==> config.mk <==
export PLATFORM = sky130hd
export DESIGN_NAME = bram_stream_reader
export DESIGN_NICKNAME = d
export VERILOG_FILES = /design/src/rtl/bram_reader_pkg.sv /design/src/rtl/bram_rd_skid_fifo.sv /design/src/rtl/bram_stream_reader.sv
export SDC_FILE = /design/constraint.sdc
export NUM_CORES = 1
export LEC_CHECK = 0
export CORE_MARGIN = 4
export CORE_UTILIZATION = 45
export DETAILED_ROUTE_END_ITERATION = 10
export GPL_TIMING_DRIVEN = 1
export MAX_ROUTING_LAYER = met4
export PLACE_DENSITY = 0.65
export SLEW_MARGIN = 40
export SYNTH_ARGS = -nofsm -noshare
export SYNTH_HDL_FRONTEND = slang
export SYNTH_SLANG_ARGS = --single-unit
==> constraint.sdc <==
create_clock -name clk -period 4.5 [get_ports clk]
set_input_delay 0.9 -clock clk [delete_from_list [all_inputs] [get_ports clk]]
set_output_delay 0.9 -clock clk [all_outputs]
set_load 0.03 [all_outputs]
==> src/rtl/bram_reader_pkg.sv <==
// Shared types and latency constants for the BRAM stream reader.
// Optional macro BRAM_RD_LAT2_EN selects a BRAM with an output register (RD_LAT=2).
package bram_reader_pkg;

  typedef enum logic [1:0] {IDLE, FETCH, DRAIN, DONE} state_t;

`ifdef BRAM_RD_LAT2_EN
  localparam int unsigned RD_LAT = 2;
`else
  localparam int unsigned RD_LAT = 1;
`endif

  // Enough slots to hold every read that can still land after ready drops.
  localparam int unsigned SKID_DEPTH = RD_LAT + 1;

  localparam int unsigned DEFAULT_DATA_WIDTH = 19;

  typedef struct packed {
    logic [DEFAULT_DATA_WIDTH-1:0] data;
    logic                          last;
  } beat_t;

  // Address increment that wraps at the end of the memory.
  function automatic int unsigned wrap_inc(input int unsigned a, input int unsigned depth);
    return (a + 1 >= depth) ? 0 : a + 1;
  endfunction

endpackage

==> src/rtl/bram_rd_skid_fifo.sv <==
// Small register FIFO holding stream beats; simultaneous push and pop on a
// full FIFO is legal and leaves the count unchanged.
module bram_rd_skid_fifo
  import bram_reader_pkg::*;
#(
  parameter type         beat_t = bram_reader_pkg::beat_t,
  parameter int unsigned DEPTH  = SKID_DEPTH,
  parameter int unsigned CNT_W  = $clog2(DEPTH + 1)
) (
  input  logic             clk,
  input  logic             rst,
  input  logic             push,
  input  beat_t            push_beat,
  input  logic             pop,
  output beat_t            head,
  output logic [CNT_W-1:0] count,
  output logic             empty
);

  localparam int unsigned PTR_W = (DEPTH > 1) ? $clog2(DEPTH) : 1;

  beat_t            mem [DEPTH];
  logic [PTR_W-1:0] wr_ptr;
  logic [PTR_W-1:0] rd_ptr;

  function automatic logic [PTR_W-1:0] ptr_inc(input logic [PTR_W-1:0] p);
    return (p == PTR_W'(DEPTH - 1)) ? '0 : p + 1'b1;
  endfunction

  // Storage, pointers and occupancy count.
  always_ff @(posedge clk) begin
    if (rst) begin
      wr_ptr <= '0;
      rd_ptr <= '0;
      count  <= '0;
      for (int unsigned i = 0; i < DEPTH; i++) mem[i] <= '0;
    end else begin
      if (push) begin
        mem[wr_ptr] <= push_beat;
        wr_ptr      <= ptr_inc(wr_ptr);
      end
      if (pop) rd_ptr <= ptr_inc(rd_ptr);
      if (push && !pop)      count <= count + 1'b1;
      else if (!push && pop) count <= count - 1'b1;
    end
  end

  // Head of queue and empty flag.
  always_comb begin
    head  = mem[rd_ptr];
    empty = (count == '0);
  end

endmodule

==> src/rtl/bram_stream_reader.sv <==
// Read-side burst master for a registered-output BRAM: issues len reads from
// base_addr (wrapping modulo DEPTH) and streams the words out with m_last.
// Optional macro BRAM_RD_LAT2_EN: BRAM read latency of 2 instead of 1.
module bram_stream_reader
  import bram_reader_pkg::*;
#(
  parameter int unsigned DATA_WIDTH  = 19,
  parameter int unsigned DEPTH       = 242101,
  parameter int unsigned DATA_ADDR_W = $clog2(DEPTH),
  parameter int unsigned LEN_W       = $clog2(DEPTH + 1)
) (
  input  logic                   clk,
  input  logic                   rst,
  input  logic                   start,
  input  logic [DATA_ADDR_W-1:0] base_addr,
  input  logic [LEN_W-1:0]       len,
  output logic                   busy,
  output logic                   done,
  output logic [DATA_ADDR_W-1:0] addrb,
  output logic                   rd_issue,
  input  logic [DATA_WIDTH-1:0]  bram_dout,
  output logic [DATA_WIDTH-1:0]  m_data,
  output logic                   m_valid,
  input  logic                   m_ready,
  output logic                   m_last
);

  typedef struct packed {
    logic [DATA_WIDTH-1:0] data;
    logic                  last;
  } beat_w_t;

  localparam int unsigned CNT_W = $clog2(SKID_DEPTH + 1);
  localparam int unsigned OCC_W = CNT_W + 1;

  state_t           state;
  logic [LEN_W-1:0] issue_cnt;
  logic [LEN_W-1:0] beat_cnt;

  logic [RD_LAT-1:0] pipe_vld;
  logic [RD_LAT-1:0] pipe_last;

  logic [CNT_W-1:0] fifo_count;
  logic [CNT_W-1:0] inflight;
  logic [OCC_W-1:0] occ;
  logic [OCC_W-1:0] limit;
  logic             fifo_empty;
  logic             fifo_push;
  logic             fifo_pop;
  logic             push;
  logic             pop;
  beat_w_t          fifo_head;
  beat_w_t          in_beat;
  beat_w_t          out_beat;

  // Capture, stream handshake and read-credit logic.
  always_comb begin
    push         = pipe_vld[RD_LAT-1];
    in_beat.data = bram_dout;
    in_beat.last = pipe_last[RD_LAT-1];

    inflight = '0;
    for (int unsigned i = 0; i < RD_LAT; i++) inflight = inflight + CNT_W'(pipe_vld[i]);

    // Landing word bypasses an empty FIFO so the first beat appears in the
    // cycle bram_dout is valid; it is only stored if not taken this cycle.
    m_valid   = !fifo_empty || push;
    pop       = m_valid && m_ready;
    fifo_push = push && !(fifo_empty && m_ready);
    fifo_pop  = pop && !fifo_empty;
    out_beat  = fifo_empty ? (push ? in_beat : '0) : fifo_head;
    m_data    = out_beat.data;
    m_last    = out_beat.last;

    occ      = OCC_W'(fifo_count) + OCC_W'(inflight);
    limit    = OCC_W'(SKID_DEPTH) + OCC_W'(pop);
    rd_issue = (state == FETCH) && (occ < limit);
  end

  // Read-issue delay line aligned to the BRAM read latency.
  always_ff @(posedge clk) begin
    if (rst) begin
      pipe_vld  <= '0;
      pipe_last <= '0;
    end else begin
      pipe_vld[0]  <= rd_issue;
      pipe_last[0] <= rd_issue && (issue_cnt == LEN_W'(1));
      for (int unsigned i = 1; i < RD_LAT; i++) begin
        pipe_vld[i]  <= pipe_vld[i-1];
        pipe_last[i] <= pipe_last[i-1];
      end
    end
  end

  // Burst control FSM with registered busy/done/addrb.
  always_ff @(posedge clk) begin
    if (rst) begin
      state     <= IDLE;
      busy      <= 1'b0;
      done      <= 1'b0;
      addrb     <= '0;
      issue_cnt <= '0;
      beat_cnt  <= '0;
    end else begin
      done <= 1'b0;
      if (pop) beat_cnt <= beat_cnt - 1'b1;
      case (state)
        IDLE: begin
          if (start) begin
            busy <= 1'b1;
            if (len != '0) begin
              state     <= FETCH;
              addrb     <= base_addr;
              issue_cnt <= len;
              beat_cnt  <= len;
            end else begin
              state <= DONE;
              done  <= 1'b1;
            end
          end
        end
        FETCH: begin
          if (rd_issue) begin
            addrb     <= DATA_ADDR_W'(wrap_inc(32'(addrb), DEPTH));
            issue_cnt <= issue_cnt - 1'b1;
            if (issue_cnt == LEN_W'(1)) state <= DRAIN;
          end
        end
        DRAIN: begin
          if (pop && beat_cnt == LEN_W'(1)) begin
            state <= DONE;
            done  <= 1'b1;
          end
        end
        DONE: begin
          state <= IDLE;
          busy  <= 1'b0;
        end
        default: state <= IDLE;
      endcase
    end
  end

  bram_rd_skid_fifo #(
    .beat_t (beat_w_t),
    .DEPTH  (SKID_DEPTH),
    .CNT_W  (CNT_W)
  ) u_fifo (
    .clk       (clk),
    .rst       (rst),
    .push      (fifo_push),
    .push_beat (in_beat),
    .pop       (fifo_pop),
    .head      (fifo_head),
    .count     (fifo_count),
    .empty     (fifo_empty)
  );

endmodule

==> metrics.md <==
| Metric | Value |
|---|---|
| Outcome | finished clean |
| Synth top area share | a little over a fifth |
| Vias | about 5500 |
| All-Layer GR Usage | a little over a fifth |
| Leak Pwr | ~2.6 nW |
| Switching share of power | a little over two fifths |
| Clock Power Share | about a fifth |
| Cts repair resizes | 0 |
| NetSw | between 1.5 and 2 mW |
| Combinational Power Share | between 40% and 50% |
| Number of synthesized flops with an enable pin | 40 |
| Synth area leader | dfxtp_1 |
| Hpwl dp | approximately 11000 µm |
| Setup TNS | 0 ps |
| Ys flop type | dfxtp_1 |
| FF-to-FF Start | addrb[1] |
| Core area | between 10000 and 15000 µm² |
| Critical Path AT | 2910 ps |
| Post-synthesis sequential area ratio | 41.52% |
| Cells on worst reg2reg path | 9 |
| Antenna Cells | 0 |
| Synth cell count leaders | 65 x dfxtp_1, 58 x nor2_1, 56 x nand2_1 |
| Sequential power share | a little over a third |
| Hold path endpoint | issue_cnt[1] |
| Hold/Removal Path Class | flop to flop |
| CTS tree | yes |
| RSZ-0062 raised after global routing | false |
| Largest net degree at the start of global routing | 47 |
| Syn Inst Count | ~690 |
| Cells after DPL | just over 900 |
| CP Max Fanout | 6 |
| Initial core utilization | ~46% |
| Residual DRC | 0 |
| Fin crit period | between 3000 and 4000 ps |
| Final wirelength | ~16000 µm |
| Critical Path Source Type | input port |
| Root Driver | clkbuf_16 |
| Final slew viol count | 0 |
| Die X-Extent | approximately 120 µm |
| Tightest Pin Transition | approximately 650 ps |
| Mapped cell area | about 6000 µm² |
| Async S/R FF share, synth | 0% |
| Mapped Avg Cell Area | ~8.7 µm² |
| Setup-failing EPs final | 0 |
| Slew headroom | 55.98% |
| Clk sinks | around 110 |
| Yosys cell types | 66 |
| Number of global-route vias before repair | around 5300 |
| Clk slew on worst S/H paths | 70 ps |
| Initial DRC Count | between 400 and 500 |
| Hold depth | 2 |
| Die Ht | between 100 and 150 µm |
| Critical path class | input port to output port |
| FILL cells | 1189 |
| Maxcap violations | 0 |
| Synthesized flop and latch total | 105 |
| H-tree level count | 3 |
| Area delta synth->final | 23.58% |
| First-pass iteration count of the detailed router | 5 |
| PwrDens | ~540 nW/µm² |
| DR WL/cell | 16.54 µm |
| # hold bufs at CTS | 0 |
| Placer Congestion | between 0.8 and 0.9 |
| Row count | 42 |
| Worst Hold Launch | issue_cnt[1] |
| Crit path required time | approximately 3600 ps |
| Reg-to-reg endpoint | addrb[8] |
| Internal Pwr Total | roughly 2.3 mW |
| Maximum clock frequency | around 260 MHz |
| Bufs on Longest Clock Path | 2 |
| TritonCTS buffer count | 9 |
| Routed Antenna Nets | 0 |
| Final std cells w/o fill | around 950 |
| Count leader, synth | dfxtp_1 |
| I/O Buffers | 100 |
| Die ar. | roughly 15000 µm² |
| Setup bufs post-CTS | 0 |
| Fin. Hold Viols | 0 |
| Vias per inst | around 5.8 |
| CP startpoint | m_ready |
| Global route overflow | 0 |
| Initial antenna violation count | 0 |
| Crit share post-route | a little over four fifths |
| YS warnings | 0 |
| Crit end category | output port |
| Synth Net Count | approximately 760 |
| Clock Latency Late Sink | approximately 350 ps |
| Ranking of synthesized cells by area | dfxtp_1 22%, edfxtp_1 20%, and2_1 4.5% |
| Total Nets Final | 836 |
| Worst vdd ir | 0.2769 mV |
| Clock Skew | about 8.2 ps |
| R2r setup slk | approximately 1400 ps |
| Fraction of layout cells with a size suffix above 1 | around 5.6% |
| I/O pin total | between 100 and 150 |
| First-pass GRT wire length | between 20000 and 30000 µm |
[stage by stage]
stage | cell area (µm²) | setup slack (ps) | total power [mW] | hold WS [ps] | utilization [%]
2_1_floorplan | 6027 | 1844 | 2.659 | 458.9 | -
3_3_place_gp | 7151 | 724.1 | 3.155 | 472.8 | 54.21
3_5_place_dp | 7158 | 733.7 | 3.207 | 484.1 | 54.27
4_1_cts | 7448 | 710.2 | 4.002 | 494.8 | 56.47
5_1_grt | 7448 | 538.8 | 4.266 | 521.4 | 56.47
6_report | 7448 | 691.1 | 3.987 | 489.8 | 56.47
[power groups by stage]
stage / logic (mW) / registers, mW / clock network (mW)
finish: 1.76 / 1.43 / 0.791
global route: 1.95 / 1.47 / 0.844
CTS: 1.77 / 1.43 / 0.803
detailed placement: 1.76 / 1.45 / 0
global placement: 1.72 / 1.43 / 0
floorplan: 1.18 / 1.48 / 0
[final cells by class]
| cell class | count | area, µm² | share of cell area (%) |
|---|---|---|---|
| tap | 176 | 220.2 | 2.956 |
| inverter | 16 | 60.06 | 0.8063 |
| sequential | 105 | 2502 | 33.60 |
| multi-input combinational | 522 | 3297 | 44.26 |
| clock inverter | 5 | 57.56 | 0.7727 |
| clock buffer | 11 | 232.7 | 3.124 |
| timing repair buffer | 111 | 1079 | 14.48 |
[cells by family (layout without fill, tap and decap cells)]
logic type / Yosys count / count (layout) / share of synthesized area (%)
buffers and inverters: 64 / 143 / 4.152
flip-flops: 105 / 105 / 41.52
AO/OA/AOI/OAI: 172 / 172 / 18.95
adder cells (fa/ha/maj): 12 / 12 / 2.491
multiplexers: 23 / 23 / 3.820
XOR/XNOR: 20 / 20 / 2.906
AND/OR/NAND/NOR: 295 / 295 / 26.16
[state kept, by name, summed over array words and instances, names as in the netlist, named ones only]
register and count:
u_fifo.mem 40, addrb 18, beat_cnt 18, issue_cnt 18, state 2, u_fifo.count 2
busy 1, done 1, pipe_last 1, pipe_vld 1, u_fifo.rd_ptr 1, u_fifo.wr_ptr 1
[placed cells by master (no fill, tap or decap), drive strengths merged, types with 18 or more instances in the layout]
cell type	n
clkdlybuf4s50	99
nand3	43
mux2i	23
dfxtp	65
and2	43
a21oi	34
nor3	18
a211oi	27
edfxtp	40
nand2	57
o21ai	40
nor2	58
[how the worst max path moves through the flow]
stage / endpoint
after global routing: rd_issue
after floorplan: addrb[1]
after detailed placement: rd_issue
after CTS: rd_issue
final: rd_issue
after global placement: rd_issue
[layer usage]
layer  global-route usage (%)  up-vias  wire length, µm
li1                         -     2702                -
met1                    28.12     2585             7131
met2                    33.66      147             7422
met3                    2.952       25              810
met4                    7.612        0              285
met5                        -        -                0
[critical path, cell delays in order]
cell and delay (ps):
clkdlybuf4s50_1 560, o31ai_1 190, o21ai_0 200, nand2b_1 180
nor2_1 170, clkdlybuf4s50_1 700
(Power assumes the default switching activity.)
